$ cat src/rtl/stfq_push_driver.sv
// Enqueue-side initiator for the two-lane PIFO scheduler: buffers arrivals,
// assigns STFQ ranks per flow and pushes up to two entries per cycle within credit.
module stfq_push_driver #(
  parameter int unsigned NUM_FLOWS   = 4,
  parameter int unsigned FIFO_DEPTH  = 4,
  parameter int unsigned SCHED_DEPTH = 10,
  localparam int unsigned FW = (NUM_FLOWS > 1) ? $clog2(NUM_FLOWS) : 1,
  localparam int unsigned CW = $clog2(SCHED_DEPTH + 1)
) (
  input  logic          clk,
  input  logic          rst_n,
  input  logic          arr_valid,
  output logic          arr_ready,
  input  logic [FW-1:0] arr_flow,
  input  logic [31:0]   arr_len,
  input  logic [31:0]   arr_value,
  input  logic          cfg_we,
  input  logic [FW-1:0] cfg_flow,
  input  logic [3:0]    cfg_shift,
  input  logic          deq_valid,
  input  logic [31:0]   deq_rank,
  input  logic          sched_full,
  output logic          push_1,
  output logic [31:0]   push_rank_1,
  output logic [31:0]   push_value_1,
  output logic          push_2,
  output logic [31:0]   push_rank_2,
  output logic [31:0]   push_value_2,
  output logic [CW-1:0] credits
);

  localparam int unsigned AW    = (FIFO_DEPTH > 1) ? $clog2(FIFO_DEPTH) : 1;
  localparam int unsigned CNT_W = $clog2(FIFO_DEPTH + 1);

  typedef struct packed {
    logic [FW-1:0] flow;
    logic [31:0]   len;
    logic [31:0]   value;
  } entry_t;

  entry_t        mem [FIFO_DEPTH];
  logic [AW-1:0] wr_ptr, rd_ptr;
  logic [CNT_W-1:0] count;
  logic [31:0]   vtime;
  logic [31:0]   finish [NUM_FLOWS];
  logic [3:0]    shift  [NUM_FLOWS];

  logic             accept;
  logic [1:0]       n;
  logic [CW-1:0]    avail;
  logic [CW-1:0]    credits_next;
  logic [CNT_W-1:0] count_next;
  entry_t           head1, head2;
  logic [31:0]      start1, fin1, prev2, start2, fin2;

  // Cost of len << shift, saturating when any bit would be shifted out.
  function automatic logic [31:0] cost_f(input logic [31:0] len, input logic [3:0] sh);
    logic [46:0] w;
    w = {15'd0, len} << sh;
    return (|w[46:32]) ? 32'hFFFF_FFFF : w[31:0];
  endfunction

  function automatic logic [31:0] sat_add(input logic [31:0] a, input logic [31:0] b);
    logic [32:0] s;
    s = {1'b0, a} + {1'b0, b};
    return s[32] ? 32'hFFFF_FFFF : s[31:0];
  endfunction

  function automatic logic [31:0] max32(input logic [31:0] a, input logic [31:0] b);
    return (a > b) ? a : b;
  endfunction

  // Issue decision and rank math from registered state only.
  always_comb begin
    accept = arr_valid && arr_ready;
    avail  = CW'(SCHED_DEPTH) - credits;
    n      = 2'd0;
    if (!sched_full) begin
      n = (count < CNT_W'(2)) ? 2'(count) : 2'd2;
      if (avail < CW'(n)) n = 2'(avail);
    end

    head1  = mem[rd_ptr];
    head2  = mem[rd_ptr + AW'(1)];
    start1 = max32(vtime, finish[head1.flow]);
    fin1   = sat_add(start1, cost_f(head1.len, shift[head1.flow]));
    // Lane 2 chains on lane 1's finish when both carry the same flow.
    prev2  = (head2.flow == head1.flow) ? fin1 : finish[head2.flow];
    start2 = max32(vtime, prev2);
    fin2   = sat_add(start2, cost_f(head2.len, shift[head2.flow]));

    count_next   = count + CNT_W'(accept) - CNT_W'(n);
    credits_next = credits + CW'(n) - CW'(deq_valid && (credits != '0));
  end

  // Arrival storage carries no reset; validity is tracked by count.
  always_ff @(posedge clk) begin
    if (accept) mem[wr_ptr] <= '{flow: arr_flow, len: arr_len, value: arr_value};
  end

  always_ff @(posedge clk or negedge rst_n) begin
    if (!rst_n) begin
      wr_ptr       <= '0;
      rd_ptr       <= '0;
      count        <= '0;
      arr_ready    <= 1'b1;
      push_1       <= 1'b0;
      push_rank_1  <= '0;
      push_value_1 <= '0;
      push_2       <= 1'b0;
      push_rank_2  <= '0;
      push_value_2 <= '0;
      vtime        <= '0;
      credits      <= '0;
      for (int i = 0; i < NUM_FLOWS; i++) begin
        finish[i] <= '0;
        shift[i]  <= '0;
      end
    end else begin
      count     <= count_next;
      arr_ready <= (count_next < CNT_W'(FIFO_DEPTH));
      if (accept) wr_ptr <= wr_ptr + AW'(1);
      rd_ptr    <= rd_ptr + AW'(n);
      credits   <= credits_next;

      push_1       <= (n != 2'd0);
      push_rank_1  <= (n != 2'd0) ? start1 : '0;
      push_value_1 <= (n != 2'd0) ? head1.value : '0;
      push_2       <= (n == 2'd2);
      push_rank_2  <= (n == 2'd2) ? start2 : '0;
      push_value_2 <= (n == 2'd2) ? head2.value : '0;

      // Lane 2 write comes last so a shared flow keeps the chained finish.
      if (n != 2'd0) finish[head1.flow] <= fin1;
      if (n == 2'd2) finish[head2.flow] <= fin2;

      if (cfg_we) shift[cfg_flow] <= cfg_shift;
      if (deq_valid && (deq_rank > vtime)) vtime <= deq_rank;
    end
  end

endmodule

$ cat config.mk
export PLATFORM = sky130hd
export DESIGN_NAME = stfq_push_driver
export DESIGN_NICKNAME = d
export VERILOG_FILES = /design/src/rtl/stfq_push_driver.sv
export SDC_FILE = /design/constraint.sdc
export NUM_CORES = 2
export LEC_CHECK = 0
export CORE_MARGIN = 1
export CORE_UTILIZATION = 50
export CTS_CLUSTER_SIZE = 25
export DETAILED_ROUTE_END_ITERATION = 16
export PLACE_DENSITY = 0.65
export SYNTH_ARGS = -nofsm -noshare
export SYNTH_HDL_FRONTEND = slang
export SYNTH_SLANG_ARGS = --single-unit
$ cat constraint.sdc
create_clock -name clk -period 15 [get_ports clk]
set_input_delay 3 -clock clk [delete_from_list [all_inputs] [get_ports clk]]
set_output_delay 3 -clock clk [all_outputs]
set_load 0.03 [all_outputs]
Word-level counts from Yosys, hierarchy flattened
Memories as Yosys holds them, arrays and structs flattened.
Cells that the tools add are included.
{"block": "totals", "inputBits": 110, "mem_bits_rw": 264, "reg_bits": 318, "mem_count": 1, "word_cells": 99}
{"memory": "mem", "depth": 4, "word_bits": 66, "rd": 2, "rd_clocked_by_memory_dff": 0, "write_ports": 1, "line": "41", "text": "entry_t mem [FIFO_DEPTH];"}
{"block": "op_classes", "mux": 39, "shift": 2, "n_reduce_logical": 10, "n_lt_le_gt_ge": 12, "n_eq_ne": 2, "n_bitwise": 3, "n_addsub": 10}
{"op": "32-bit two-way mux", "count": 17}
{"op": "128-bit bitwise mux", "count": 2}
{"op": "128-bit two-way mux", "count": 2}
{"op": "32-bit binary-select mux with 2-bit select", "count": 2}
{"op": "32-bit demux with 2-bit select", "count": 2}
{"op": "32-bit > comparator", "count": 3}
{"op": "32-bit by 4-bit left shift with 47-bit output", "count": 2}
{"op": "32-bit by 32-bit adder with 33-bit output", "count": 2}
{"op": "15-bit OR reduction", "count": 2}
{"op": "4-bit two-way mux", "count": 5}
{"op": "4-bit binary-select mux with 2-bit select", "count": 2}
{"op": "16-bit bitwise mux", "count": 1}
{"op": "3-bit greater-or-equal comparator, second input constant", "count": 3}
{"op": "3-bit by 1-bit < comparator with 1-bit output, second input constant", "count": 3}
{"op": "2-bit inverter with 3-bit output", "count": 3}
{"op": "4-bit demux with 2-bit select", "count": 1}
{"op": "1-bit logical AND", "count": 6}
{"op": "2-bit two-way mux", "count": 3}
{"op": "2-bit by 1-bit adder with 2-bit output, second input constant", "count": 2}
{"op": "4-bit by 2-bit adder with 4-bit output", "count": 1}
{"op": "4-bit by 2-bit < comparator with 1-bit output", "count": 1}
{"op": "4-bit nonzero test", "count": 1}
{"op": "4-bit by 1-bit subtractor with 4-bit output", "count": 1}
{"op": "4-bit subtractor, first input constant", "count": 1}
{"op": "other kinds (9)", "count": 10}

Logic depth before layout (Yosys ltp)
An unclocked memory read counts as a cell.
{"block": "logic_depth", "depth_word": 17, "ltp_mapped": 70}

Worst setup path before layout
No wires, ideal clock.
{"block": "synth_timing", "path_type": "register -> register", "start": "reg rd_ptr[0]", "end": "reg finish[31] (netlist name)", "n_path_buf": 10, "required_ns": 14.917, "slack_ns": 1.333, "t_arrival_ns": 13.584, "period_less_slack_ns": 13.667, "path_stages_with_launch": 68, "cell_sequence": "dfrtp_1 -> buf_2 -> buf_4 -> mux4_2 -> clkbuf_1 -> buf_1 -> buf_1 -> mux4_2 -> inv_1 -> ha_1 -> nor2b_1 -> o21ai_0 -> nand2b_1 -> a21oi_1 -> nor2b_1 -> o21ai_0 -> nand2b_1 -> a221oi_1 -> [... 32 more ...] -> inv_1 -> ha_1 -> a21o_1 -> a21oi_1 -> o21ai_0 -> a21oi_1 -> nor2b_1 -> o211ai_1 -> nand2_1 -> a2111oi_0 -> o211ai_1 -> o2111ai_1 -> or4_1 -> and2_1 -> o2111ai_1 -> o211ai_1 -> mux2_2 -> o21ai_0"}
{"block": "synth_between", "elab_chain_cells": 17}
{"item": "from (decl)", "line": "42", "text": "logic [AW-1:0] wr_ptr, rd_ptr;"}
{"item": "from (signal assigned)", "line": "123", "text": "rd_ptr <= rd_ptr + AW'(n);"}
{"item": "memory 4 x 66 bit (*)"}
{"item": "branches (longest 15 deep; another with 32-bit by 32-bit adder with 33-bit output)"}
{"item": "128-bit two-way mux (*)", "line": "135", "text": "if (n == 2'd2) finish[head2.flow] <= fin2;"}
{"item": "to (signal, indexed assignment)", "line": "134", "text": "if (n != 2'd0) finish[head1.flow] <= fin1;"}
{"item": "to (signal, indexed assignment)", "line": "135"}
{"item": "to (decl)", "line": "45", "text": "logic [31:0] finish [NUM_FLOWS];"}
Mark *: on every way between the ends. The select of a mux whose other input is x is not followed.
A chain may end at the register's enable or synchronous reset.

Worst setup path after layout
{"block": "layout_timing", "start": "reg rd_ptr[0]", "end": "reg finish[127] (netlist name)"}
Same word-level chain as after synthesis.

==> impl_metrics.py <==
metrics = {
    "placement": {
        "routabilityCongestion": 0.965,
        "dp_slack_ps": 648,
        "numPortBuffers": 244,
        "hpwl_um": 81600,
        "dpl.cell_count": 4238,
    },
    "die": {
        "coreArea_mm2": 0.0701,
        "io_pins": 245,
        "dieArea_mm2": 0.0721,
        "die_x_um": 269,
        "die_h_um": 269,
        "core.rowCount": 97,
        "start_util": 0.506,
    },
    "clock_tree": {
        "clk_path_buf_depth": 3,
        "path_clk_slew_ps": 60,
        "clock-sinks": 582,
        "cts_root_buf": "clkbuf_16",
        "hold_buffers": 0,
        "h-tree-depth": 3,
        "cts_made_buffers": 69,
        "clk_latency_ps": 640,
        "cts_tree": "done",
    },
    "timing": {
        "setup_violations": 0,
        "finClkSkew_ps": 32.0,
        "drv_slew": 0,
        "setup_ws_ps": 906,
        "worst_slew_pin_slew_ps": 1270,
        "grt_setup_unrepaired": "false",
        "setup_tns_ps": 0,
        "finalHoldViolCount": 0,
        "slew_headroom": 0.143,
        "finalCritPeriodShare": 0.940,
        "fin_crit_ps": 14090,
        "max_clock_freq_ghz": 0.0710,
    },
    "global_routing": {
        "first_global_vias": 27000,
        "grt_usage": 0.313,
        "grt_max_degree": 134,
        "grt_remaining_overflow": 0,
        "antenna_found_initial": 1,
        "grt_pass1_wl_um": 168000,
    },
    "route": {
        "met1_length_um": 45600,
        "dr_wl_met3_um": 10100,
        "drc": 0,
        "routed_via_density": 6.27,
        "top_layer_used": "met4",
        "wl_per_cell_um": 25.8,
        "routed_wl_um": 113000,
        "antenna_left": 0,
        "wl_met2_um": 51100,
        "dr.pass1.iters": 5,
        "drt_iter0_drc": 2666,
        "dr_total_vias": 27400,
    },
    "worst_setup_path": {
        "end_kind": "register",
        "worstSetupPathType": "register to register",
        "worstPathArrival_ps": 14640,
        "critPathSlowestCell": "a2111oi_0",
        "slowest_delay_ps": 760,
        "required_ps": 15550,
        "cpLargestDelayFamily": "compound AO/OA/AOI/OAI gates",
        "start_kind": "register",
        "critPathBufInv": 5,
        "crit_fanout": 34,
        "cpMostUsedCell": "o21ai_0",
    },
    "synth": {
        "syn-num-nets": 3474,
        "syn_inst": 3187,
        "synth-edff-count": 264,
        "yosysSeqAreaShare": 0.447,
        "yosysWarningCount": 0,
        "ys_types": 81,
        "ys_async_sr_fraction": 0.546,
        "synth_area_mm2": 0.0355,
        "syn_avg_cell_area_um2": 11.1,
        "ys.flop_type": "dfrtp_1",
        "ys_ff_latch": 582,
    },
    "flow_run": {
        "drv_cap": 0,
    },
    "cells_and_area": {
        "layoutNonFillerInstCount": 4373,
        "fin_util": 0.589,
        "area_growth_syn_to_layout_pct": 16.4,
        "nets": 3664,
        "drive_gt1_frac": 0.138,
        "nFillCells": 5851,
        "layout_common_cells": "384 x nand2_1, 315 x dfrtp_1, 264 x edfxtp_1",
        "layout_commonest_cell": "nand2_1",
    },
    "hold_path": {
        "min_path_type": "register to register",
    },
    "status": {
        "outcome": "completed",
    },
}
cells in the mapped netlist (all sizes together) (4+ instances only):
cell / number / area [µm²]
or4: 4 / 30.0
xnor2: 46 / 403
buf: 59 / 324
a31oi: 9 / 71.3
nand4: 24 / 150
ha: 173 / 2160
xor2: 20 / 175
a211oi: 30 / 235
a21o: 61 / 458
maj3: 4 / 41.3
mux2i: 157 / 1620
nand3: 24 / 120
o21ai: 286 / 1440
fa: 4 / 80.1
nor3: 20 / 100
mux4: 196 / 4410
nand2b: 31 / 194
o31ai: 8 / 60.1
nor4: 7 / 56.3
or3: 11 / 68.8
edfxtp: 264 / 7930
o21a: 15 / 113
nand2: 384 / 1440
nor3b: 6 / 45.0
or2: 8 / 50.1
nor2b: 96 / 601
mux2: 42 / 480
and2: 67 / 419
a2111oi: 5 / 43.8
a21boi: 7 / 52.6
o22ai: 16 / 100
a211o: 18 / 158
a21oi: 140 / 712
and4: 4 / 35.0
dfrtp: 317 / 7930
o21bai: 9 / 67.6
and3: 11 / 68.8
o211ai: 141 / 1060
inv: 135 / 507
clkbuf: 137 / 514
nor2: 157 / 667
cells by family (layout without fill, tap and decap cells):
family	after synthesis	in the layout	share of synthesized area
simple gates	859	859	0.115
compound gates	772	772	0.136
flops	582	582	0.447
mux	395	396	0.183
buf+inv	332	576	0.0380
fa+ha+maj	181	181	0.0644
xor+xnor	66	66	0.0163
other cells	0	1	0
worst reg2reg max path, delay by kind of cell (launching register included):
| kind | cells | cell delay [ps] |
|---|---|---|
| compound gates | 26 | 7240 |
| simple gates | 14 | 2440 |
| mux | 4 | 1540 |
| fa+ha+maj | 5 | 1480 |
| buf+inv | 5 | 850 |
| flops | 1 | 480 |
repair_timing:
action | CTS | global route
buffers inserted | 0 | 7
hold endpoints to repair | 0 | 0
gates resized for setup | 0 | 9
endpoints found under the setup margin | 0 | 122
sequential cells by signal, summed over array words and instances (netlist names), 2 cells and up:
name and count:
mem 264, credits 4, wr_ptr 2, push_rank_1 32, shift 16, count 3
rd_ptr 2, vtime 32, push_rank_2 32, push_value_2 32, push_value_1 32, finish 128
per-stage QoR:
stage,hold WS [ps],cell area [µm²]
final,506,41300
after global routing,535,41300
after CTS,511,41200
after detailed placement,499,38900
after global placement,484,38900
after floorplan,466,35500
path summary, 6_finish.rpt:
| check | from | endpoint | slack, ps | cells after the start |
|---|---|---|---|---|
| worst max-delay path | rd_ptr[0]$_DFF_PN0_ | finish[127]$_DFF_PN0_ | 910 | 54 |
| worst min-delay path | count[0]$_DFF_PN0_ | count[0]$_DFF_PN0_ | 510 | 1 |
| worst max register to register | rd_ptr[0]$_DFF_PN0_ | finish[127]$_DFF_PN0_ | 910 | 54 |
| worst min register to register | count[0]$_DFF_PN0_ | count[0]$_DFF_PN0_ | 510 | 1 |
| max in group asynchronous | rst_n | finish[112]$_DFF_PN0_ | 10200 | 3 |
| min in group asynchronous | rst_n | push_rank_1[1]$_DFF_PN0_ | 2430 | 1 |
area by class of cell:
type	count	area, µm²	area share
Clock inverter	29	374	0.00905
Timing Repair Buffer	314	3010	0.0728
Sequential cell	582	15900	0.385
Tap cell	940	1180	0.0285
Antenna cell	1	2.50	0.0000606
Multi-Input combinational cell	2274	18400	0.445
Inverter	136	514	0.0124
Clock buffer	97	1950	0.0472
routing by layer:
layer  GRT usage  vias to the layer above
met5           0                        -
met4       0.153                        0
met3      0.0626                      240
met2       0.486                     1376
met1       0.420                    13600
li1            -                    12200
Power is left out: the tool's default activity adds up to more than one toggle a clock period on the data nets, which glitch-free logic cannot reach.
